[src/rtl/booth_pkg.sv]
// rtl/booth_pkg.sv - shared types, Booth code constants and helpers for the radix-4 multiplier
package booth_pkg;

    typedef enum logic [1:0] {
        IDLE,
        CALC,
        DONE
    } state_t;

    typedef enum logic [2:0] {
        ZERO,
        P1,
        P2,
        M1,
        M2
    } digit_sel_t;

    localparam logic [2:0] CODE_000 = 3'b000;
    localparam logic [2:0] CODE_001 = 3'b001;
    localparam logic [2:0] CODE_010 = 3'b010;
    localparam logic [2:0] CODE_011 = 3'b011;
    localparam logic [2:0] CODE_100 = 3'b100;
    localparam logic [2:0] CODE_101 = 3'b101;
    localparam logic [2:0] CODE_110 = 3'b110;
    localparam logic [2:0] CODE_111 = 3'b111;

    function automatic int booth_iter(input int n);
        return (n + 2) / 2;
    endfunction

    function automatic digit_sel_t booth_decode(input logic [2:0] code);
        digit_sel_t sel;
        case (code)
            CODE_001, CODE_010: sel = P1;
            CODE_011:           sel = P2;
            CODE_100:           sel = M2;
            CODE_101, CODE_110: sel = M1;
            default:            sel = ZERO;
        endcase
        return sel;
    endfunction

endpackage

[src/rtl/booth_r4_encoder.sv]
// rtl/booth_r4_encoder.sv - radix-4 Booth digit to partial term (one's complement + carry for negatives)
module booth_r4_encoder
    import booth_pkg::*;
#(
    parameter int N = 8
) (
    input  logic [2:0]   code,
    input  logic [N:0]   a_ext,
    output logic [N+2:0] term,
    output logic         carry_in
);

    logic [N+2:0] a_x1;
    logic [N+2:0] a_x2;

    assign a_x1 = {{2{a_ext[N]}}, a_ext};
    assign a_x2 = {a_ext[N], a_ext, 1'b0};

    always_comb begin
        term     = '0;
        carry_in = 1'b0;
        case (booth_decode(code))
            P1: term = a_x1;
            P2: term = a_x2;
            M1: begin
                term     = ~a_x1;
                carry_in = 1'b1;
            end
            M2: begin
                term     = ~a_x2;
                carry_in = 1'b1;
            end
            default: term = '0;
        endcase
    end

endmodule

[src/rtl/booth_r4_mult_hs.sv]
// rtl/booth_r4_mult_hs.sv - sequential radix-4 Booth multiplier with valid/ready handshakes
module booth_r4_mult_hs
    import booth_pkg::*;
#(
    parameter int N = 8
) (
    input  logic           clk,
    input  logic           rst,
    input  logic           in_valid,
    output logic           in_ready,
    input  logic           in_signed,
    input  logic [N-1:0]   multiplicand,
    input  logic [N-1:0]   multiplier,
    output logic           out_valid,
    input  logic           out_ready,
    output logic [2*N-1:0] product,
    output logic           busy
);

    localparam int ITER = booth_iter(N);
    localparam int BW   = 2 * ITER;
    localparam int CW   = $clog2(ITER + 1);

    state_t        state;
    logic [CW-1:0] cnt;
    logic [N:0]    a_reg;
    logic [N+2:0]  acc_hi;
    logic [BW-1:0] b_reg;
    logic          b_prev;

    logic [N:0]     a_ext;
    logic [BW-1:0]  b_pad;
    logic           ext_b;
    logic [N+2:0]   term;
    logic           carry_in;
    logic [N+2:0]   sum;
    logic [N+2:0]   new_acc;
    logic [BW-1:0]  new_b;
    logic [2*N-1:0] product_next;
    logic           accept;

    // Mode only affects the extension bits, so it is folded in at capture time.
    assign a_ext = {in_signed & multiplicand[N-1], multiplicand};
    assign ext_b = in_signed & multiplier[N-1];
    assign b_pad = {{(BW-N){ext_b}}, multiplier};

    booth_r4_encoder #(.N(N)) u_encoder (
        .code     ({b_reg[1:0], b_prev}),
        .a_ext    (a_reg),
        .term     (term),
        .carry_in (carry_in)
    );

    assign sum     = acc_hi + term + {{(N+2){1'b0}}, carry_in};
    assign new_acc = {{2{sum[N+2]}}, sum[N+2:2]};
    assign new_b   = {sum[1:0], b_reg[BW-1:2]};

    generate
        if (2 * N > BW) begin : g_prod_wide
            assign product_next = {new_acc[2*N-BW-1:0], new_b};
        end else begin : g_prod_narrow
            assign product_next = new_b[2*N-1:0];
        end
    endgenerate

    assign in_ready = (state == IDLE) || ((state == DONE) && out_ready);
    assign accept   = in_valid && in_ready;

    always_ff @(posedge clk) begin
        if (rst) begin
            state     <= IDLE;
            cnt       <= '0;
            a_reg     <= '0;
            acc_hi    <= '0;
            b_reg     <= '0;
            b_prev    <= 1'b0;
            product   <= '0;
            out_valid <= 1'b0;
            busy      <= 1'b0;
        end else if (accept) begin
            state     <= CALC;
            cnt       <= '0;
            a_reg     <= a_ext;
            acc_hi    <= '0;
            b_reg     <= b_pad;
            b_prev    <= 1'b0;
            out_valid <= 1'b0;
            busy      <= 1'b1;
        end else begin
            case (state)
                CALC: begin
                    acc_hi <= new_acc;
                    b_reg  <= new_b;
                    b_prev <= b_reg[1];
                    cnt    <= cnt + 1'b1;
                    if (cnt == CW'(ITER - 1)) begin
                        state     <= DONE;
                        busy      <= 1'b0;
                        out_valid <= 1'b1;
                        product   <= product_next;
                    end
                end
                DONE: begin
                    if (out_ready) begin
                        out_valid <= 1'b0;
                        state     <= IDLE;
                    end
                end
                default: ;
            endcase
        end
    end

endmodule
[config.mk]
export PLATFORM = sky130hd
export DESIGN_NAME = booth_r4_mult_hs
export DESIGN_NICKNAME = d
export VERILOG_FILES = /design/src/rtl/booth_pkg.sv /design/src/rtl/booth_r4_encoder.sv /design/src/rtl/booth_r4_mult_hs.sv
export SDC_FILE = /design/constraint.sdc
export NUM_CORES = 1
export LEC_CHECK = 0
export ABC_AREA = 0
export CAP_MARGIN = 15
export CORE_MARGIN = 2
export CORE_UTILIZATION = 26
export DETAILED_ROUTE_END_ITERATION = 10
export PLACE_DENSITY = 0.44
export SYNTH_ARGS = -nofsm -noshare
export SYNTH_HDL_FRONTEND = slang
export SYNTH_SLANG_ARGS = --single-unit
[constraint.sdc]
create_clock -name clk -period 3 [get_ports clk]
set_clock_uncertainty 0.1 [all_clocks]
set_input_delay 0.3 -clock clk [delete_from_list [all_inputs] [get_ports clk]]
set_output_delay 0.3 -clock clk [all_outputs]
set_load 0.02 [all_outputs]
==> flow_summary.toml, run 1 <==
[synthesis]
synth_warnings = 0
ys_seq_area_frac = 0.393
synth_cells = 305
synth_area_sq_um = 2600
synth.distinct_cells = 44
synth_flop_cell = "dfxtp_1"
synthArstFlopShare = 0
ys_ff_latch = 51
synth_top_area_share = 0.393
synth_top_area_cell = "dfxtp_1"
syn_nets = 339
synth.avg_cell_area_sq_um = 8.52
synth_edf_count = 0
synth_area_leaders = "dfxtp_1, nand2_1, a21oi_1, ha_1, a22o_1"

[clock_tree]
clkTransAtPathRegs_ps = 90
cts_sinks = 51
h-tree-depth = 2
hold_buffers = 0
insertion_delay_ps = 310
root_buffer = "clkbuf_8"
cts_tree = "done"
postCtsSetupBuffers = 0
ctsResizeCount = 0
clockBufferDepth = 2
cts_made_buffers = 5

[timing]
rsz0062_at_grt = "no"
worstMarginPinSlew_ps = 778
fin_crit_ps = 2730
setup_ws_ps = 267
maxSlewViolCount = 0
tns_ps = 0
fmax_ghz = 0.366
relSlewSlack = 0.481
hold_slack_ps = 370
finalCritPeriodShare = 0.911
setup_viol = 0
hold_violations = 0

[final_layout]
diodes = 0
design_area_sq_um = 3210
final_cells = 472
syn_to_final_growth_pct = 23.6
nFillCells = 1078
drive_gt1_frac = 0.0767
multi_input_area_sq_um = 1450
final_util = 0.330
seq_area_sq_um = 1020
nNetsFinal = 372
largest_reg_flops = 16

[die]
die_y_um = 104
pin_count = 40
start_util = 0.267
core_area_sq_um = 9730
rows = 36
dieArea_sq_um = 10800
fp.dieW_um = 104

[worst_setup_path]
crit_required_ps = 3110
r2r_slack_ps = 270
critPathKind = "register to register"
cp.arrival_ps = 2840
crit_fanout = 8
endpoint_kind = "register"
startpoint_type = "register"

[global_routing]
first_global_vias = 2217
grt_usage = 0.127
grt_max_degree = 29
gr-total-overflow = 0
antenna_found_initial = 0
grt_first_pass_wirelength_um = 11200

[power]
p_leak_nw = 1.29
p_total_mw = 1.45
worst_ir_drop_vdd_mv = 0.167
powerDensity_nw_per_um2 = 452

[route]
drc = 0
ant_nets = 0
num_vias = 2233
drtPass1Iterations = 5
finalWirelength_um = 6830
via_per_inst = 4.73
wire_per_inst_um = 14.5
drtIter0Drc = 71

[placement]
placed_area_sq_um = 3110
post-place-cells = 464
hpwl_um = 5060
place.gp.congestion = 0.759
preCtsSetupSlack_ps = 186
portBuffers = 39

[outcome]
status = "complete, no violations"

[worst_hold_path]
hold_path.class = "register to register"

[run]
drv_cap = 0
layout by cell type (no fill, tap or decap), types with 2 or more instances in the layout:
master / n
and3_1: 2
o211ai_1: 2
o21a_1: 2
xor2_1: 13
nand2_1: 51
buf_4: 8
and2b_1: 2
a21oi_2: 2
a21oi_1: 30
o21ai_0: 15
ha_1: 11
dfxtp_1: 48
nand2b_1: 4
a31o_2: 2
a22o_1: 13
nor3_1: 7
fa_1: 2
a22oi_1: 12
a311oi_1: 3
clkdlybuf4s50_1: 39
dfxtp_2: 3
o31ai_1: 2
nand3_1: 5
nor2_1: 17
mux2i_1: 5
xnor2_1: 4
clkbuf_8: 6
inv_1: 6
a21o_1: 6
a31oi_1: 2
worst max-delay path, cell delays in order (launching register included):
cell and delay (ps):
dfxtp_2 410, and3b_1 290, a221oi_1 420, inv_1 90, ha_1 280, a21o_1 190, nand4_1 180, a21oi_2 90
or3_1 340, a32o_1 240
logic make-up after synthesis:
logic type	count (synthesis)	share of synthesized area
compound gates	98	0.254
xor+xnor	17	0.0573
fa+ha+maj	13	0.0684
buf+inv	27	0.0496
flops	51	0.393
mux	5	0.0193
simple gates	94	0.159
power breakdown:
group / internal, mW / total [mW] / switching, mW
Sequential: 0.706 / 0.737 / 0.0303
Combinational: 0.118 / 0.281 / 0.164
Clock: 0.190 / 0.436 / 0.246
Total: 1.01 / 1.45 / 0.439
worst paths after layout:
path                   from     endpoint  depth (start not counted)
setup / recovery   b_reg[1]  product[15]                          9
hold / removal    acc_hi[2]    acc_hi[2]                          2
setup reg to reg   b_reg[1]  product[15]                          9
hold reg to reg   acc_hi[2]    acc_hi[2]                          2
cell usage after synthesis, types with 3 or more instances:
cell	count
a21o_1	6
a21oi_1	30
a22o_1	13
a22oi_1	12
a311oi_1	3
buf_2	13
clkbuf_1	5
dfxtp_1	51
ha_1	11
inv_1	6
mux2i_1	5
nand2_1	51
nand2b_1	4
nand3_1	5
nor2_1	17
nor3_1	7
o21ai_0	15
xnor2_1	4
xor2_1	13
layer usage:
metal  wire length, um  share of wire  global-route usage  up-vias
met1              3280           0.48               0.166     1047
met2              3300           0.48               0.214       36
met3               178          0.026              0.0219        6
met4                62         0.0091              0.0347        0
li1                  -              -                   -     1144
met5                 0              0                   0        -
layout make-up:
| type | count | area share |
|---|---|---|
| timing repair buffer | 47 | 0.140 |
| inverter | 6 | 0.00701 |
| tap | 133 | 0.0518 |
| multi-input combinational | 227 | 0.452 |
| sequential | 51 | 0.319 |
| clock buffer | 7 | 0.0269 |
| clock inverter | 1 | 0.00273 |
Power figures use the tool's default switching activity.
==> inputs of run 2 (changes only) <==
--- a/config.mk
+++ b/config.mk
@@ -11,6 +11,8 @@
 export CORE_UTILIZATION = 26
 export DETAILED_ROUTE_END_ITERATION = 10
 export PLACE_DENSITY = 0.44
+export REMOVE_ABC_BUFFERS = 1
 export SYNTH_ARGS = -nofsm -noshare
 export SYNTH_HDL_FRONTEND = slang
 export SYNTH_SLANG_ARGS = --single-unit
+export TNS_END_PERCENT = 50
==> flow_summary.toml, run 2 (same netlist as run 1, synthesis figures left out) <==
[timing]
maxSlewViolCount = 0
tns_ps = 0
hold_violations = 0
finalCritPeriodShare = 0.917
setup_ws_ps = 248
hold_slack_ps = 374
rsz0062_at_grt = "no"
fmax_ghz = 0.363
relSlewSlack = 0.513
fin_crit_ps = 2750
worstMarginPinSlew_ps = 731
setup_viol = 0

[global_routing]
grt_usage = 0.126
grt_max_degree = 28
grt_first_pass_wirelength_um = 11100
antenna_found_initial = 0
first_global_vias = 2235
gr-total-overflow = 0

[worst_setup_path]
crit_slowest_cell = "dfxtp_1"
r2r-start = "b_prev"
r2r_slack_ps = 250
endpoint_kind = "register"
path_cells = "o21ai_0, xor2_1, a21oi_1, fa_1, inv_1, fa_1, nand2b_1, a21oi_1, a31oi_1, xnor2_1, a22o_1"
critPathMaxStageDelay_ps = 480
startpoint_type = "register"
crit_fanout = 9
critPathKind = "register to register"
cp.arrival_ps = 2860
crit_required_ps = 3110
ff2ff_path_depth = 11
worst_r2r_endpoint = "product[14]"

[clock_tree]
cts_sinks = 51
cts_tree = "done"
clkTransAtPathRegs_ps = 100
clockBufferDepth = 2
cts_made_buffers = 5
root_buffer = "clkbuf_8"
hold_buffers = 0
h-tree-depth = 2
insertion_delay_ps = 310

[final_layout]
final_common_cell = "nand2_1"
syn_to_final_growth_pct = 24.9
nNetsFinal = 373
nFillCells = 1062
largest_reg_flops = 16
diodes = 0
drive_gt1_frac = 0.0824
most-common-layout-cells = "nand2_1, dfxtp_1, clkdlybuf4s50_1, a21oi_1, nor2_1"

[route]
finalWirelength_um = 6710
wire_per_inst_um = 14.2
drtIter0Drc = 56
via_per_inst = 4.73
num_vias = 2235
drtPass1Iterations = 4
drc = 0
ant_nets = 0

[worst_hold_path]
hold_path_end = "product[9]"
hold_path.class = "register to register"
whs_path_depth = 2
min_from = "product[9]"

[placement]
place.gp.congestion = 0.812
portBuffers = 39
preCtsSetupSlack_ps = 165
hpwl_um = 4980

[die]
start_util = 0.267
dieArea_sq_um = 10800
rows = 36
fp.dieW_um = 104
pin_count = 40
die_y_um = 104
core_area_sq_um = 9730

[power]
p_total_mw = 1.53
p_leak_nw = 1.31
worst_ir_drop_vdd_mv = 0.213
powerDensity_nw_per_um2 = 470

[outcome]
status = "complete, no violations"

[run]
drv_cap = 0
run 2: cell types whose count changed in the layout (fill, tap and decap cells not counted), sizes merged:
cell | before | now
clkbuf | 7 | 5
bufinv | 0 | 1
inv | 6 | 7
buf | 8 | 9
run 2: worst max-delay path by stage:
stage / from / end / slack [ps] / cells after the start
6_report: b_prev / product[14] / 250 / 11
5_1_grt: b_prev / acc_hi[8] / 10 / 12
4_1_cts: b_reg[1] / product[15] / 140 / 8
3_5_place_dp: b_reg[1] / product[15] / 160 / 8
3_3_place_gp: b_reg[1] / acc_hi[7] / 170 / 9
2_1_floorplan: b_reg[1] / product[15] / 190 / 9
run 2: routing by layer:
metal  wire length (um)  GRT usage
met5                  0          0
met3                251     0.0294
met4                107     0.0357
met1               3090      0.153
met2               3260      0.221
run 2: critical path, delay by kind of cell, from the launching register on:
kind	cells	cell delay, ps
AO/OA/AOI/OAI	5	920
XOR/XNOR	2	320
adder cells (fa/ha/maj)	2	610
buffers and inverters	1	60
flip-flops	1	480
AND/OR/NAND/NOR	1	160
run 2: repair_timing:
action                                  4_1_cts  5_1_grt
endpoints found under the setup margin        0        3
buffers inserted                              0        0
resized for setup                             0        5
run 2: where the power goes:
part	switching [mW]	internal, mW	total [mW]	leakage (nW)
registers	0.0290	0.706	0.735	0.416
clock network	0.257	0.254	0.510	0.0587
logic	0.164	0.117	0.281	0.835
total	0.450	1.08	1.53	1.31
run 2: stage by stage:
stage	area, sq um	util	std cells
2_1_floorplan	2490	-	284
3_3_place_gp	3120	0.320	465
3_5_place_dp	3120	0.320	465
4_1_cts	3230	0.332	473
5_1_grt	3250	0.334	473
6_report	3250	0.334	473
run 2: final cells by class:
cell class / instances / area, sq um / area share
clock buffers: 5 / 68.8 / 0.0212
well taps: 133 / 166 / 0.0513
inverters: 6 / 22.5 / 0.00694
flip-flops and latches: 51 / 1020 / 0.315
repair buffers: 48 / 458 / 0.141
clock inverters: 3 / 47.5 / 0.0146
multi-input cells: 227 / 1460 / 0.450
